### src/rtl/spu_sm_ctrl.sv
`default_nettype none
// ============================================================================
// Module      : spu_sm_ctrl
// Description : Four-pass softmax sequencer (max, exp-sum, reciprocal,
//               exp-normalise write-back) driving spu_sm_block over one token.
// Revision    : 1.0 - initial release
// ============================================================================
module spu_sm_ctrl #(
    parameter int ADDR_W    = 9,
    parameter int MAX_LAT   = 1,
    parameter int ADDER_LAT = 2
) (
    input  logic              core_clk,
    input  logic              rst,
    input  logic              start,
    input  logic [ADDR_W:0]   token_len,
    input  logic [ADDR_W-1:0] base_addr,
    output logic              busy,
    output logic              done,
    output logic              rd_en,
    output logic [ADDR_W-1:0] rd_addr,
    input  logic [31:0]       rd_data,
    output logic              wr_en,
    output logic [ADDR_W-1:0] wr_addr,
    output logic [31:0]       wr_data,
    output logic [2:0]        sm_state,
    output logic              comp_en,
    output logic              comp_rst,
    output logic              adder_tree_en,
    output logic              adder_tree_clr,
    output logic              reci_exp_sum_en,
    input  logic              reci_exp_sum_finish,
    output logic [31:0]       sm_b_data_in,
    input  logic [31:0]       sm_b_data_out
);

    localparam int CNT_W = ADDR_W + 1;
    localparam logic [CNT_W-1:0]  CNT_ONE  = 1;
    localparam logic [ADDR_W-1:0] ADDR_ONE = 1;
    localparam logic [CNT_W-1:0]  MAX_END  = CNT_W'(MAX_LAT);
    localparam logic [CNT_W-1:0]  ADD_END  = CNT_W'(ADDER_LAT);

    typedef enum logic [3:0] {
        S_IDLE      = 4'd0,
        S_MAX       = 4'd1,
        S_MAX_DRAIN = 4'd2,
        S_EUA       = 4'd3,
        S_EUA_DRAIN = 4'd4,
        S_RECI_REQ  = 4'd5,
        S_RECI_WAIT = 4'd6,
        S_EUB       = 4'd7,
        S_EUB_DRAIN = 4'd8
    } state_t;

    state_t            state;
    state_t            state_nx;
    logic [CNT_W-1:0]  len_q;
    logic [CNT_W-1:0]  cnt;
    logic [ADDR_W-1:0] base_q;
    logic [ADDR_W-1:0] addr_q;
    logic [ADDR_W-1:0] addr_d;
    logic              vld;
    logic              done_nx;
    logic              last_rd;

    assign last_rd = (cnt == (len_q - CNT_ONE));

    always_ff @(posedge core_clk) begin
        if (rst) begin
            state <= S_IDLE;
        end else begin
            state <= state_nx;
        end
    end

    always_comb begin
        state_nx        = state;
        done_nx         = 1'b0;
        rd_en           = 1'b0;
        comp_rst        = 1'b0;
        adder_tree_clr  = 1'b0;
        reci_exp_sum_en = 1'b0;
        sm_state        = 3'b000;
        case (state)
            S_IDLE: begin
                if (start) begin
                    comp_rst       = 1'b1;
                    adder_tree_clr = 1'b1;
                    if (token_len == '0) begin
                        done_nx = 1'b1;
                    end else begin
                        state_nx = S_MAX;
                    end
                end
            end
            S_MAX: begin
                sm_state = 3'b101;
                rd_en    = 1'b1;
                if (last_rd) state_nx = S_MAX_DRAIN;
            end
            S_MAX_DRAIN: begin
                sm_state = 3'b101;
                if (cnt == MAX_END) state_nx = S_EUA;
            end
            S_EUA: begin
                sm_state = 3'b001;
                rd_en    = 1'b1;
                if (last_rd) state_nx = S_EUA_DRAIN;
            end
            S_EUA_DRAIN: begin
                sm_state = 3'b001;
                if (cnt == ADD_END) state_nx = S_RECI_REQ;
            end
            S_RECI_REQ: begin
                // A finish seen here belongs to no request yet, so it is dropped.
                sm_state        = 3'b011;
                reci_exp_sum_en = 1'b1;
                state_nx        = S_RECI_WAIT;
            end
            S_RECI_WAIT: begin
                sm_state = 3'b011;
                if (reci_exp_sum_finish) state_nx = S_EUB;
            end
            S_EUB: begin
                sm_state = 3'b100;
                rd_en    = 1'b1;
                if (last_rd) state_nx = S_EUB_DRAIN;
            end
            S_EUB_DRAIN: begin
                sm_state = 3'b100;
                done_nx  = 1'b1;
                state_nx = S_IDLE;
            end
            default: state_nx = S_IDLE;
        endcase
    end

    // cnt restarts on every state change so it doubles as read index and drain timer.
    always_ff @(posedge core_clk) begin
        if (rst) begin
            cnt    <= '0;
            len_q  <= '0;
            base_q <= '0;
            addr_q <= '0;
            addr_d <= '0;
            vld    <= 1'b0;
            done   <= 1'b0;
        end else begin
            vld    <= rd_en;
            addr_d <= rd_addr;
            done   <= done_nx;
            cnt    <= (state_nx != state) ? '0 : cnt + CNT_ONE;
            if (state == S_IDLE && start) begin
                len_q  <= token_len;
                base_q <= base_addr;
                addr_q <= base_addr;
            end else if (rd_en) begin
                addr_q <= addr_q + ADDR_ONE;
            end else begin
                addr_q <= base_q;
            end
        end
    end

    assign busy          = (state != S_IDLE);
    assign rd_addr       = rd_en ? addr_q : '0;
    assign comp_en       = vld && (state == S_MAX || state == S_MAX_DRAIN);
    assign adder_tree_en = vld && (state == S_EUA || state == S_EUA_DRAIN);
    assign wr_en         = vld && (state == S_EUB || state == S_EUB_DRAIN);
    assign wr_addr       = wr_en ? addr_d : '0;
    assign wr_data       = wr_en ? sm_b_data_out : '0;
    assign sm_b_data_in  = rd_data;

endmodule
`default_nettype wire

### config.mk
export PLATFORM = sky130hd
export DESIGN_NAME = spu_sm_ctrl
export DESIGN_NICKNAME = d
export VERILOG_FILES = /design/src/rtl/spu_sm_ctrl.sv
export SDC_FILE = /design/constraint.sdc
export NUM_CORES = 1
export LEC_CHECK = 0
export BUFFER_PORTS_ARGS = -buffer_cell sky130_fd_sc_hd__buf_2
export CORE_ASPECT_RATIO = 1.4
export CORE_MARGIN = 2
export CORE_UTILIZATION = 48
export CTS_CLUSTER_DIAMETER = 120
export DETAILED_ROUTE_END_ITERATION = 16
export MAX_ROUTING_LAYER = met4
export PLACE_DENSITY = 0.86
export SYNTH_ARGS = -nofsm -noshare
export SYNTH_HDL_FRONTEND = slang
export SYNTH_SLANG_ARGS = --single-unit
### constraint.sdc
create_clock -name core_clk -period 5.5 [get_ports core_clk]
set_input_delay 0.55 -clock core_clk [delete_from_list [all_inputs] [get_ports core_clk]]
set_output_delay 0.55 -clock core_clk [all_outputs]
set_load 0.005 [all_outputs]
==> results.sh <==
export IMPL_status="complete, no violations"
export IMPL_hold_viol=0
export IMPL_yosysSeqAreaShare=0.330
export IMPL_synth_mux_area_frac=0.00662
export IMPL_die_h_um=101
export IMPL_cts_tree="done"
export IMPL_yosys_area_top_type="dfxtp_1"
export IMPL_avgSynthCellArea_um2=7.80
export IMPL_synthSimpleGateAreaFrac=0.325
export IMPL_ant_nets=0
export IMPL_cts_buffers=5
export IMPL_cp_max_fo=29
export IMPL_dieArea_mm2=0.00738
export IMPL_stdcell_count=556
export IMPL_post_route_cell_area_mm2=0.00371
export IMPL_io_pins=181
export IMPL_coreArea_mm2=0.00653
export IMPL_worst_pin_slew_ns=1.15
export IMPL_syn_cell_area_mm2=0.00321
export IMPL_p_leak_nw=1.73
export IMPL_period_needed_ns=2.95
export IMPL_nFillCells=598
export IMPL_power_density_mw_per_mm2=236
export IMPL_drive_above_1_share=0.284
export IMPL_rsz0062_at_grt="no"
export IMPL_syn_nets=504
export IMPL_yosysTopAreaCellShare=0.330
export IMPL_start_util=0.493
export IMPL_grt_pass1_wl_mm=13.6
export IMPL_tns_ns=0
export IMPL_drt_wirelength_per_cell_um=15.7
export IMPL_io_buffer_count=116
export IMPL_hp_class="flip-flop to flip-flop"
export IMPL_ys_ff_latch=53
export IMPL_post_route_period_util=0.536
export IMPL_overflow=0
export IMPL_area_growth_pct=15.4
export IMPL_critPathLaunchType="flip-flop"
export IMPL_synth_adder_area_share=0.0195
export IMPL_slew_violations=0
export IMPL_vias_per_cell=5.45
export IMPL_cts_root_buf="clkbuf_8"
export IMPL_regArea_mm2=0.00106
export IMPL_die_w_um=73.2
export IMPL_synth_edf_count=0
export IMPL_std_cell_rows=35
export IMPL_cts_hold_buf=0
export IMPL_clk_path_buf_depth=2
export IMPL_synth_top_family_by_area="simple AND/OR/NAND/NOR gates"
export IMPL_synth_xor_area_frac=0.0736
export IMPL_drtPass1Iterations=4
export IMPL_grt_pass1_vias=2860
export IMPL_netlist_instances=412
export IMPL_synth_flop_cell="dfxtp_1"
export IMPL_synth_warnings=0
export IMPL_relSlewSlack=0.226
export IMPL_critPathCaptureType="primary output"
export IMPL_cts_sink_count=53
export IMPL_clock_latency_ns=0.31
export IMPL_drt_wl_total_mm=8.76
export IMPL_clk_pin_slew_ns=0.09
export IMPL_synthTopCellsByCount="and2_1, nand2_1, dfxtp_1, buf_4, a21oi_1"
export IMPL_synth_most_common_cell="and2_1"
export IMPL_synth_area_top_cells="dfxtp_1, and2_1, buf_4"
export IMPL_antenna_found_initial=0
export IMPL_post_cts_resized=0
export IMPL_fmax_mhz=339
export IMPL_drt_iter0_markers=123
export IMPL_diodes=0
export IMPL_dp_cells=547
export IMPL_worstPathRequired_ns=4.95
export IMPL_grt_max_degree=43
export IMPL_via_count=3030
export IMPL_route_detailed_drc=0
export IMPL_synth_compound_area_frac=0.132
export IMPL_yosysUniqueCellTypes=55
export IMPL_dpl_instance_area_mm2=0.00356
export IMPL_crit_type="flip-flop to primary output"
export IMPL_ir_worst_vdd_mv=0.138
export IMPL_dpl_hpwl_mm=6.89
export IMPL_finalWeightedCongestion=0.857
export IMPL_cts_max_level=2
export IMPL_finalSetupViolCount=0
export IMPL_holdWs_ns=0.463
export IMPL_cp_arrival_ns=2.40
export IMPL_max_cap_violations=0
export IMPL_cts_setup_buffers=0
export IMPL_fin_skew_ns=0.00782
export IMPL_final_nets=573
export IMPL_synthArstFlopShare=0
export IMPL_multi_input_area_mm2=0.00179
export IMPL_grtUsageTotal=0.244
-- power by group --
| part | internal (mW) | leakage (nW) | switching (mW) | total [mW] |
|---|---|---|---|---|
| clock network | 0.181 | 0.0681 | 0.125 | 0.306 |
| logic | 0.0643 | 1.23 | 0.0811 | 0.145 |
| registers | 0.402 | 0.433 | 0.0217 | 0.424 |
-- final timing paths --
kind / startpoint / end / slack (ns) / cells after the start
max: state[3] / comp_rst / 2.55 / 4
min: base_q[0] / base_q[0] / 0.46 / 2
max reg2reg: state[3] / cnt[7] / 2.91 / 7
min reg2reg: base_q[0] / base_q[0] / 0.46 / 2
-- logic make-up after synthesis --
logic type | after synthesis
XOR/XNOR | 27
AND/OR/NAND/NOR | 199
AO/OA/AOI/OAI | 63
flip-flops | 53
buffers and inverters | 63
multiplexers | 2
adder cells (fa/ha/maj) | 5
-- sequential cells by signal (all words and copies together), names as in the netlist --
name    count
cnt        10
len_q      10
addr_d      9
addr_q      9
base_q      9
state       4
done        1
vld         1
-- metrics by stage --
stage | utilization | power (mW) | setup slack [ns]
4_1_cts | 0.566 | 0.877 | 2.26
3_3_place_gp | 0.546 | 0.571 | 2.75
2_1_floorplan | - | 0.545 | 3.19
5_1_grt | 0.569 | 0.916 | 2.43
6_report | 0.569 | 0.875 | 2.55
3_5_place_dp | 0.546 | 0.576 | 2.61
-- cell usage in the layout, fill, tap and decap left out, types with 5 or more instances in the layout --
master      n
dfxtp_1    53
buf_2     116
nand2_1    54
nor3_1      7
nand3_1    11
ha_1        5
xor2_1     12
or3_1       5
nor4_1      7
nand2b_1    5
o211ai_1   10
xnor2_1    15
a21oi_1    31
nor2_1     27
and2_1     60
clkbuf_8    5
inv_1       5
-- layer usage --
| metal | global-route usage | vias to the layer above | part of all wire |
|---|---|---|---|
| met2 | 0.383 | 108 | 0.48 |
| met3 | 0.0420 | 35 | 0.077 |
| met5 | - | - | 0 |
| met4 | 0.123 | 0 | 0.041 |
| met1 | 0.299 | 1399 | 0.40 |
| li1 | - | 1488 | - |
-- layout make-up --
type | count | share of cell area
Clock buffer | 5 | 0.0185
Inverter | 7 | 0.00708
Tap cell | 74 | 0.0250
Timing Repair Buffer | 118 | 0.163
Sequential cell | 53 | 0.286
Multi-Input combinational cell | 296 | 0.483
Clock inverter | 3 | 0.0175
-- worst max-delay path: stages, from the launching register on --
cell and delay [ns]:
dfxtp_1 0.43, or4_1 0.59, or2_2 0.52, inv_2 0.38, buf_2 0.19
(Power assumes the default switching activity.)
